$ cat config.mk
export PLATFORM = sky130hd
export DESIGN_NAME = serializer_bp
export DESIGN_NICKNAME = d
export VERILOG_FILES = /design/src/rtl/serializer_pkg.sv /design/src/rtl/sync_fifo.sv /design/src/rtl/serializer_bp.sv
export SDC_FILE = /design/constraint.sdc
export NUM_CORES = 1
export LEC_CHECK = 0
export CORE_UTILIZATION = 36
export DETAILED_ROUTE_END_ITERATION = 10
export HOLD_SLACK_MARGIN = 0.1
export PLACE_DENSITY = 0.57
export SYNTH_ARGS = -nofsm -noshare
export SYNTH_HDL_FRONTEND = slang
export SYNTH_SLANG_ARGS = --single-unit
$ cat constraint.sdc
create_clock -name clk -period 12.4 [get_ports clk]
set_clock_uncertainty 0.15 [all_clocks]
set_input_delay 2.48 -clock clk [delete_from_list [all_inputs] [get_ports clk]]
set_output_delay 2.48 -clock clk [all_outputs]
set_load 0.01 [all_outputs]
$ cat src/rtl/serializer_pkg.sv
// serializer_pkg: shared widths, derivation functions and the word record for serializer_bp
package serializer_pkg;
  function automatic int in_width(input int word_width, input int data_width);
    return word_width + data_width - 1;
  endfunction
  function automatic int cnt_w(input int max_values);
    return $clog2(max_values + 1);
  endfunction
  localparam int DEF_WORD_WIDTH = 32;
  localparam int DEF_DATA_WIDTH = 7;
  localparam int DEF_IN_WIDTH = in_width(DEF_WORD_WIDTH, DEF_DATA_WIDTH);
  localparam int DEF_MAX_VALUES = DEF_IN_WIDTH / DEF_DATA_WIDTH;
  localparam int DEF_CNT_W = cnt_w(DEF_MAX_VALUES);
  typedef struct packed {
    logic first;
    logic last;
    logic [DEF_CNT_W-1:0] num_values;
    logic [DEF_IN_WIDTH-1:0] word;
  } word_rec_t;
endpackage

$ cat src/rtl/sync_fifo.sv
// sync_fifo: word FIFO; wr/wdata/full on the write side, rd/rdata/empty on the read side, async active-low reset
module sync_fifo #(
  parameter int WIDTH = 8,
  parameter int DEPTH = 2,
  localparam int AW = $clog2(DEPTH)
) (
  input  logic             clk,
  input  logic             rst_n,
  input  logic             wr,
  input  logic [WIDTH-1:0] wdata,
  output logic             full,
  input  logic             rd,
  output logic [WIDTH-1:0] rdata,
  output logic             empty
);
  logic [WIDTH-1:0] mem [DEPTH];
  logic [AW:0] wp, rp;
  // extra pointer bit distinguishes full from empty when the indices match
  assign full = (wp ^ rp) == {1'b1, {AW{1'b0}}};
  assign empty = wp == rp;
  assign rdata = mem[rp[AW-1:0]];
  always_ff @(posedge clk)
    if (wr && !full) mem[wp[AW-1:0]] <= wdata;
  always_ff @(posedge clk or negedge rst_n)
    if (!rst_n) begin
      wp <= '0;
      rp <= '0;
    end else begin
      if (wr && !full) wp <= wp + 1'b1;
      if (rd && !empty) rp <= rp + 1'b1;
    end
endmodule

$ cat src/rtl/serializer_bp.sv
// serializer_bp: packed-word to value serializer with ready/valid on both sides
// in_*: word handshake with first/last flags and value count; out_*: one value per handshake
// value_index: position in emit order; num_err: pulse for an over-long count; busy: work pending
module serializer_bp
  import serializer_pkg::*;
#(
  parameter int WORD_WIDTH = DEF_WORD_WIDTH,
  parameter int DATA_WIDTH = DEF_DATA_WIDTH,
  parameter int MAX_VALUES = in_width(WORD_WIDTH, DATA_WIDTH) / DATA_WIDTH,
  parameter int FIFO_DEPTH = 2,
  parameter int MSB_FIRST = 0,
  localparam int CNT_W = cnt_w(MAX_VALUES),
  localparam int IN_WIDTH = in_width(WORD_WIDTH, DATA_WIDTH)
) (
  input  logic                  clk,
  input  logic                  rst_n,
  input  logic                  in_valid,
  output logic                  in_ready,
  input  logic                  in_first,
  input  logic                  in_last,
  input  logic [CNT_W-1:0]      in_num_values,
  input  logic [IN_WIDTH-1:0]   in_word,
  output logic                  out_valid,
  input  logic                  out_ready,
  output logic [DATA_WIDTH-1:0] out_data,
  output logic                  out_first,
  output logic                  out_last,
  output logic [CNT_W-1:0]      value_index,
  output logic                  num_err,
  output logic                  busy
);
  localparam int MW = MAX_VALUES * DATA_WIDTH;
  // bits of in_word above MW can never hold a whole value, so they are not stored
  typedef struct packed {
    logic first;
    logic last;
    logic [CNT_W-1:0] num_values;
    logic [MW-1:0] word;
  } rec_t;
  rec_t wr_rec, rd_rec;
  logic full, empty, acc, over, wr, rd, fire;
  logic [MW-1:0] sh, ld_sh;
  logic [CNT_W-1:0] rem, idx;
  logic ff, lf;
  assign in_ready = rst_n && !full;
  assign acc = in_valid && in_ready;
  assign over = in_num_values > CNT_W'(MAX_VALUES);
  assign wr = acc && in_num_values != '0;
  assign wr_rec = '{first: in_first, last: in_last,
                    num_values: over ? CNT_W'(MAX_VALUES) : in_num_values,
                    word: in_word[MW-1:0]};
  assign out_valid = rem != '0;
  assign fire = out_valid && out_ready;
  // reload when idle or as the final value leaves, so words run back to back
  assign rd = !empty && (!out_valid || (fire && rem == CNT_W'(1)));
  // MSB-first left-aligns the used slots so the top slot is always the next value
  assign ld_sh = MSB_FIRST != 0 ? rd_rec.word << (DATA_WIDTH * (MAX_VALUES - int'(rd_rec.num_values))) : rd_rec.word;
  assign out_data = !out_valid ? '0 : MSB_FIRST != 0 ? sh[MW-1 -: DATA_WIDTH] : sh[DATA_WIDTH-1:0];
  assign out_first = out_valid && ff && idx == '0;
  assign out_last = out_valid && lf && rem == CNT_W'(1);
  assign value_index = idx;
  assign busy = out_valid || !empty;
  sync_fifo #(.WIDTH($bits(rec_t)), .DEPTH(FIFO_DEPTH)) u_fifo (
    .clk(clk), .rst_n(rst_n), .wr(wr), .wdata(wr_rec), .full(full),
    .rd(rd), .rdata(rd_rec), .empty(empty)
  );
  always_ff @(posedge clk or negedge rst_n)
    if (!rst_n) begin
      sh <= '0;
      rem <= '0;
      idx <= '0;
      ff <= 1'b0;
      lf <= 1'b0;
      num_err <= 1'b0;
    end else begin
      num_err <= acc && over;
      if (rd) begin
        sh <= ld_sh;
        rem <= rd_rec.num_values;
        idx <= '0;
        ff <= rd_rec.first;
        lf <= rd_rec.last;
      end else if (fire) begin
        sh <= MSB_FIRST != 0 ? sh << DATA_WIDTH : sh >> DATA_WIDTH;
        rem <= rem - CNT_W'(1);
        idx <= rem == CNT_W'(1) ? '0 : idx + CNT_W'(1);
      end
    end
endmodule
==> metrics.cfg, run 1 <==
[status]
outcome = completed

[clock_tree]
cts.htree.levels = 4
cts.clk_slew.worst_paths_ps = 50
clk_latency_ps = 410
ctsResizeCount = 0
clock_sinks = 128
cts_max_path_buffers = 2
tritoncts = built
postCtsHoldBufs = 0
cts-root-buf = clkbuf_16
cts_setup_buffers = 0
cts_buffers = 17

[finish]
design_area_mm2 = 0.00677
diodes = 0
multi_input_area_mm2 = 0.00153
regArea_mm2 = 0.00360
drive_gt1_share_pct = 12.1
fillers = 1275
instances_no_fill = 635
post-route-util_pct = 48.0
layout.nets = 494
syn2layout_area_growth_pct = 27.9

[sta]
rsz0062_at_grt = false
slew_viol_final = 0
finalCriticalPeriod_ps = 6630
hold_violations = 0
worstMarginPinSlew_ps = 777
timing.final.ws_setup_ps = 5770
clock.fmax_mhz = 151
holdWs_ps = 332
min_period_over_period_pct = 53.5
tns_ps = 0
maxSlewHeadroom_pct = 48.2
setup_viol = 0

[floorplan]
core-area_mm2 = 0.0141
fp.dieArea_mm2 = 0.0152
io_pins = 63
die_x_um = 123
die_h_um = 123
rows = 43
start_util_pct = 37.6

[yosys]
ys_types = 40
synth-async-reset-ratio_pct = 37.5
synth-compound-area-share_pct = 12.8
ys_warn_count = 0
synth_most_common_cell = edfxtp_1
synthXorXnorAreaFrac_pct = 1.30
synth_simple_gate_area_share_pct = 8.06
ys_seq_area_share_pct = 68.1
synth_top_family_by_area = compound AO/OA/AOI/OAI gates
synth_cells = 379
post_synth_most_frequent_cells = 80 x edfxtp_1, 48 x dfrtp_1, 32 x nor2_1
netlist_area_mm2 = 0.00529
synth_adder_area_share_pct = 1.18
yosys_most_used_dff = edfxtp_1
synth.area.top_cells = edfxtp_1 45%, dfrtp_1 23%, mux2i_1 4.3%, a211oi_1 3.1%, o31ai_1 3.0%
synth_nets = 431
synth_top_cell_by_area = edfxtp_1
synth_top_area_share_pct = 45.4
avgSynthCellArea_um2 = 14.0
synth-edff-count = 80
synth.area.mux_share_pct = 5.41
ys_seq_elements = 128

[place]
io_buffers = 59
place_hpwl_mm = 6.38
dp.cells = 603
gp_congestion = 0.747
place_area_mm2 = 0.00606
dp_slack_ps = 5720

[min_path]
hold_path_depth = 2
whs_endpoint = lf
hold_class = reg2reg
worstHoldStart = lf

[worst_setup_path]
crit_buf_inv = 3
cpMaxStageDelayCell = clkdlybuf4s50_1
r2r_start = rem[0]
start_kind = primary input
worst_path_largest_cell_delay_ps = 580
cp-end-kind = output pin
reg2reg_depth = 9
critPathLaunch = rst_n
r2r_setup_slack_ps = 9220
cp_data_arrival_time_ps = 4000
worst-path-max-fanout = 50
critPathKind = in2out
required_ps = 9770
crit_path_cell_trace = buf_2, buf_4, a21boi_0, clkdlybuf4s50_1
timing.rr.end = sh[24]
crit_family = buffers and inverters

[global_routing]
grt_max_degree = 66
grt_pass1_vias = 3322
grt_pass1_wl_mm = 17.2
grt_remaining_overflow = 0
track_usage_pct = 15.4
antenna_found_initial = 0

[detailed_routing]
avgRoutedWirePerCell_um = 16.8
ant_nets = 0
vias_per_cell = 5.11
first_iter_violations = 229
vias = 3247
route.detailed.drc = 0
drt-total-wl_mm = 10.6
drt-pass1-iter-count = 4

[power]
power_mw = 1.67
vdd_drop_max_mv = 0.0973
powerDensity_mw_per_mm2 = 247
p_leak_nw = 2.52

[run]
maxCapViolCount = 0

[cells by family (layout without fill, tap and decap cells)]
family          count (synthesis)  count (layout)
fa+ha+maj                       5               5
buf+inv                        35             111
mux                            28              28
flops                         128             128
compound gates                 94              94
simple gates                   82              82
xor+xnor                        7               7
[worst min-delay path: cells and delay by family (launching register included)]
family	cells	cell delay [ps]
AO/OA/AOI/OAI	1	60
flip-flops	1	340
AND/OR/NAND/NOR	1	50
[cells in the final DEF (no fill, tap or decap), types with 3 or more instances in the layout]
| cell | count |
|---|---|
| edfxtp_1 | 80 |
| clkdlybuf4s50_1 | 58 |
| dfrtp_1 | 47 |
| nor2_1 | 32 |
| o21ai_0 | 25 |
| nor2b_1 | 24 |
| mux2i_1 | 23 |
| a211oi_1 | 22 |
| o31ai_1 | 21 |
| clkbuf_16 | 17 |
| o2bb2ai_1 | 12 |
| buf_4 | 10 |
| inv_1 | 9 |
| bufinv_16 | 8 |
| nand2_1 | 6 |
| a211o_1 | 6 |
| and2_1 | 5 |
| mux2_2 | 5 |
| ha_1 | 5 |
| xnor2_1 | 4 |
| nor3_1 | 3 |
| clkinv_2 | 3 |
[area by class of cell]
| type | instances | area share, % |
|---|---|---|
| Clock buffer | 20 | 6.74 |
| Clock inverter | 12 | 3.82 |
| Inverter | 10 | 0.554 |
| Multi-Input combinational cell | 216 | 22.6 |
| Sequential cell | 128 | 53.2 |
| Tap cell | 180 | 3.33 |
| Timing Repair Buffer | 69 | 9.76 |
[state kept, by name (all words and copies together), names as in the netlist]
signal and cells:
ff 1, u_fifo.wp 2, u_fifo.rp 2, num_err 1
rem 3, value_index 3, lf 1, sh 35
u_fifo.mem 80
[routing by layer]
layer	GRT usage, %	up-vias	wire length (um)
met2	25.2	75	5300
met3	3.46	15	444
met4	7.38	0	187
li1	-	1543	-
met5	0	-	0
met1	19.3	1614	4700
[power breakdown]
part	internal, mW	total, mW	switching, mW
Combinational	0.194	0.458	0.264
Clock	0.426	0.602	0.176
Sequential	0.563	0.613	0.0503
[worst max-delay path by stage]
stage                                   to  slack, ps  cells after the start
after floorplan           u_fifo.mem[0][0]       6370                      2
after global placement            in_ready       5720                      4
after detailed placement          in_ready       5720                      4
after CTS                         in_ready       5700                      4
after global routing              in_ready       5590                      4
final                             in_ready       5770                      4
Note: power is estimated with default switching activity, not from simulation.
==> inputs of run 2 (changes only) <==
- PLACE_DENSITY: 0.57 -> 0.59
- clock period: 12.4 -> 5.45 ns (I/O delays scaled with it)
==> metrics.cfg, run 2 (synthesized netlist as in run 1, its figures left out) <==
[status]
outcome = completed  ; unchanged

[sta]
timing.final.ws_setup_ps = 1250  ; was 5770 ps
hold_violations = 0  ; unchanged
setup_viol = 0  ; unchanged
worstMarginPinSlew_ps = 737  ; was 777 ps
rsz0062_at_grt = false  ; unchanged
holdWs_ps = 345  ; was 332 ps
min_period_over_period_pct = 77.0
maxSlewHeadroom_pct = 50.9  ; was 48.2%
tns_ps = 0  ; unchanged
slew_viol_final = 0  ; unchanged
clock.fmax_mhz = 238
finalCriticalPeriod_ps = 4200

[clock_tree]
cts-root-buf = clkbuf_16  ; unchanged
ctsResizeCount = 0  ; unchanged
postCtsHoldBufs = 0  ; unchanged
tritoncts = built  ; unchanged
cts_max_path_buffers = 2  ; unchanged
cts_setup_buffers = 0  ; unchanged
clk_latency_ps = 420  ; was 410 ps
cts_buffers = 17  ; unchanged
cts.clk_slew.worst_paths_ps = 50  ; about the same
clock_sinks = 128  ; unchanged
cts.htree.levels = 4  ; unchanged

[finish]
syn2layout_area_growth_pct = 24.7  ; was 27.9%
multi_input_area_mm2 = 0.00153  ; unchanged
diodes = 0  ; unchanged
layout_commonest_cell = edfxtp_1  ; unchanged
largest_register_ffs = 80  ; unchanged
fillers = 1296  ; was 1275
layout_common_cells = 80 x edfxtp_1, 58 x clkdlybuf4s50_1, 47 x dfrtp_1  ; unchanged
regArea_mm2 = 0.00360  ; unchanged
layout.nets = 493  ; was 494
design_area_mm2 = 0.00660  ; was 0.00677 mm2
drive_gt1_share_pct = 11.5  ; was 12.1%

[power]
power_mw = 3.48  ; was 1.67 mW
pwr-share-comb_pct = 29.4  ; was 27.4%
p_switching_mw = 1.10  ; was 490 uW
p_seq_share_pct = 40.3  ; was 36.6%
vdd_drop_max_mv = 0.282  ; was 0.0973 mV
p_int_mw = 2.38  ; was 1.18 mW
p_leak_nw = 2.44  ; was 2.52 nW
p_sw_share_pct = 31.6  ; was 29.3%
powerDensity_mw_per_mm2 = 527  ; was 247 mW/mm2
clkPwrFrac_pct = 30.3  ; was 36.0%

[worst_setup_path]
r2r_start = rem[0]  ; unchanged
cp-end-kind = output pin  ; unchanged
worst-path-max-fanout = 30  ; was 50
critPathKind = reg2out  ; was in2out
required_ps = 4210  ; was 9770 ps
r2r_setup_slack_ps = 2340  ; was 9220 ps
cp_data_arrival_time_ps = 2960  ; was 4000 ps
start_kind = flip-flop  ; was primary input
reg2reg_depth = 9  ; unchanged
timing.rr.end = sh[25]  ; was sh[24]

[global_routing]
grt_pass1_wl_mm = 17.1  ; was 17.2 mm
antenna_found_initial = 0  ; unchanged
grt_pass1_vias = 3235  ; was 3322
track_usage_pct = 15.6  ; was 15.4%
grt_remaining_overflow = 0  ; unchanged
grt_max_degree = 63  ; was 66

[place]
place_area_mm2 = 0.00605  ; was 0.00606 mm2
io_buffers = 59  ; unchanged
place_hpwl_mm = 6.33  ; was 6.38 mm
dp_slack_ps = 1710  ; was 5720 ps
gp_congestion = 0.769  ; was 0.747

[floorplan]
fp.dieArea_mm2 = 0.0152  ; unchanged
io_pins = 63  ; unchanged
die_x_um = 123  ; unchanged
start_util_pct = 37.6  ; unchanged
core-area_mm2 = 0.0141  ; unchanged
rows = 43  ; unchanged
die_h_um = 123  ; unchanged

[detailed_routing]
ant_nets = 0  ; unchanged
avgRoutedWirePerCell_um = 16.3  ; was 16.8 um
drt-total-wl_mm = 10.4  ; was 10.6 mm
vias = 3160  ; was 3247
route.detailed.drc = 0  ; unchanged
drt-pass1-iter-count = 4  ; unchanged
vias_per_cell = 4.98  ; was 5.11
first_iter_violations = 243  ; was 229

[run]
maxCapViolCount = 0  ; unchanged

[min_path]
hold_class = reg2reg  ; unchanged
whs_endpoint = sh[31]  ; was lf
worstHoldStart = sh[31]  ; was lf
hold_path_depth = 1  ; was 2

==> run 2: worst max-delay path by stage <==
stage,start,to
global route,rem[0],busy
CTS,rem[0],busy
floorplan,rst_n,u_fifo.mem[0][0]
global placement,rem[0],busy
detailed placement,rem[0],busy
finish,rem[0],busy
==> run 2: layout make-up <==
type / instances / area share [%]
Tap cell: 180 / 3.41
Clock buffer: 17 / 6.45
Sequential cell: 128 / 54.6
Inverter: 10 / 0.569
Clock inverter: 15 / 1.91
Multi-Input combinational cell: 216 / 23.1
Timing Repair Buffer: 68 / 9.90
==> run 2: critical path, stage by stage (launching register included) <==
cell and delay (ps):
dfrtp_1 390, inv_1 100, ha_1 220, nor2b_1 540, inv_2 180, nor3_2 210, buf_4 310, inv_1 90
clkdlybuf4s50_1 480
==> run 2: per-stage QoR <==
| stage | cells | util (%) |
|---|---|---|
| 5_1_grt | 634 | 46.8 |
| 3_5_place_dp | 602 | 42.9 |
| 6_report | 634 | 46.8 |
| 3_3_place_gp | 602 | 42.9 |
| 2_1_floorplan | 379 | - |
| 4_1_cts | 634 | 46.8 |
==> run 2: power by group through the flow <==
stage               Clock [mW]  Combinational (mW)  Sequential, mW
detailed placement           0                1.04            1.42
finish                    1.05                1.02            1.40
global route              1.12                1.16            1.43
floorplan                    0               0.741            1.39
CTS                       1.08                1.05            1.40
global placement             0                1.02            1.41
==> run 2: per-layer routing <==
metal / global-route usage [%] / part of all wire, % / vias up
li1: - / - / 1540
met1: 19.3 / 45 / 1537
met2: 25.1 / 48 / 70
met3: 5.49 / 4.8 / 13
met4: 5.65 / 1.4 / 0
met5: 0 / 0 / -
==> inputs of run 3 (changes only) <==
- clock period: 5.45 -> 3.4 ns (I/O delays scaled with it)
==> metrics.cfg, run 3 (synthesized netlist as in run 1, its figures left out) <==
[sta]
min_period_over_period_pct = 94.5
tns_ps = 0  ; unchanged
setup_viol = 0  ; unchanged
worstMarginPinSlew_ps = 774  ; was 737 ps
maxSlewHeadroom_pct = 48.4  ; was 50.9%
timing.final.ws_setup_ps = 187  ; was 1250 ps
finalCriticalPeriod_ps = 3210
rsz0062_at_grt = false  ; unchanged
hold_violations = 0  ; unchanged
clock.fmax_mhz = 311
slew_viol_final = 0  ; unchanged

[worst_setup_path]
cp-end-kind = output pin  ; unchanged
cpMaxStageDelayCell = clkdlybuf4s50_1  ; was nor2b_1
crit_path_cell_trace = inv_1, ha_1, nor2b_1, inv_2, nor3_2, inv_1, clkdlybuf4s50_1  ; was inv_1, ha_1, nor2b_1, inv_2, nor3_2, buf_4, inv_1, clkdlybuf4s50_1
start_kind = flip-flop  ; unchanged
cp_data_arrival_time_ps = 2380  ; was 2960 ps
worst-path-max-fanout = 8  ; was 30
required_ps = 2570  ; was 4210 ps
worst_path_largest_cell_delay_ps = 480  ; was 540 ps
critPathKind = reg2out  ; unchanged
crit_family = buffers and inverters  ; unchanged
crit_top_cell = inv_1  ; unchanged
crit_buf_inv = 4  ; was 5

[detailed_routing]
first_iter_violations = 169  ; was 243
route.detailed.drc = 0  ; unchanged
ant_nets = 0  ; unchanged
drt-total-wl_mm = 10.4  ; about the same
drt-pass1-iter-count = 4  ; unchanged
vias_per_cell = 4.96  ; was 4.98
avgRoutedWirePerCell_um = 16.3  ; about the same
vias = 3166  ; was 3160

[clock_tree]
cts_setup_buffers = 0  ; unchanged
cts_max_path_buffers = 2  ; unchanged
postCtsHoldBufs = 0  ; unchanged
ctsResizeCount = 0  ; unchanged
cts-root-buf = clkbuf_16  ; unchanged
cts_buffers = 17  ; unchanged
cts.htree.levels = 4  ; unchanged
clk_latency_ps = 410  ; was 420 ps
clock_sinks = 128  ; unchanged
cts.clk_slew.worst_paths_ps = 60  ; was 50 ps
tritoncts = built  ; unchanged

[power]
vdd_drop_max_mv = 0.454  ; was 0.282 mV
powerDensity_mw_per_mm2 = 883  ; was 527 mW/mm2
p_leak_nw = 2.52  ; was 2.44 nW

[floorplan]
io_pins = 63  ; unchanged
rows = 43  ; unchanged
start_util_pct = 37.6  ; unchanged
core-area_mm2 = 0.0141  ; unchanged
die_x_um = 123  ; unchanged
fp.dieArea_mm2 = 0.0152  ; unchanged
die_h_um = 123  ; unchanged

[finish]
syn2layout_area_growth_pct = 28.2  ; was 24.7%
layout.nets = 497  ; was 493
design_area_mm2 = 0.00679  ; was 0.00660 mm2
post-route-util_pct = 48.1  ; was 46.8%
layout_commonest_cell = edfxtp_1  ; unchanged
layout_common_cells = 80 x edfxtp_1, 58 x clkdlybuf4s50_1, 47 x dfrtp_1  ; unchanged
fillers = 1262  ; was 1296
multi_input_area_mm2 = 0.00153  ; about the same
drive_gt1_share_pct = 13.1  ; was 11.5%
diodes = 0  ; unchanged
regArea_mm2 = 0.00360  ; unchanged
largest_register_ffs = 80  ; unchanged

[place]
gp_congestion = 0.738  ; was 0.769
io_buffers = 59  ; unchanged
dp_slack_ps = 616  ; was 1710 ps
place_hpwl_mm = 6.57  ; was 6.33 mm
place_area_mm2 = 0.00611  ; was 0.00605 mm2

[global_routing]
grt_remaining_overflow = 0  ; unchanged
grt_max_degree = 66  ; was 63
grt_pass1_vias = 3208  ; was 3235
grt_pass1_wl_mm = 16.9  ; was 17.1 mm
antenna_found_initial = 0  ; unchanged
track_usage_pct = 15.2  ; was 15.6%

[status]
outcome = completed  ; unchanged

[min_path]
hold_class = in2async  ; was reg2reg

[run]
maxCapViolCount = 0  ; unchanged

-- run 3: per-layer routing --
metal  track usage, %  share of wire [%]
met1             19.8                 46
met3             4.47                3.8
met4             4.97                1.2
met5                0                  0
met2             24.3                 49
-- run 3: report_power, final --
| group | leakage [nW] | switching (mW) | total, mW | internal, mW |
|---|---|---|---|---|
| Sequential | 1.35 | 0.192 | 2.24 | 2.05 |
| Clock | 0.318 | 0.653 | 2.04 | 1.39 |
| Combinational | 0.851 | 0.954 | 1.70 | 0.749 |
| Total | 2.52 | 1.80 | 5.99 | 4.19 |
-- run 3: stage by stage --
stage | power (mW) | std cells | hold slack, ps
after floorplan | 3.41 | 379 | 234
after global placement | 3.95 | 606 | 330
after detailed placement | 4.00 | 606 | 328
after CTS | 6.08 | 638 | 324
after global routing | 6.34 | 638 | 356
final | 5.99 | 638 | 305
-- run 3: layout make-up --
| class | count | area share, % |
|---|---|---|
| clock buffers | 18 | 6.47 |
| clock inverters | 14 | 3.50 |
| inverters | 10 | 0.553 |
| multi-input cells | 216 | 22.6 |
| flip-flops and latches | 128 | 53.1 |
| well taps | 180 | 3.32 |
| repair buffers | 72 | 10.4 |
-- run 3: worst paths after layout --
check / start / end / slack [ps] / cells after the start
setup / recovery: rem[0] / busy / 190 / 7
hold / removal: rst_n / sh[0] / 310 / 2
setup reg to reg: rem[0] / rem[0] / 600 / 9
hold reg to reg: sh[4] / sh[4] / 340 / 1
max in group asynchronous: rst_n / u_fifo.rp[0] / 2320 / 2
min in group clk: sh[4] / sh[4] / 340 / 1
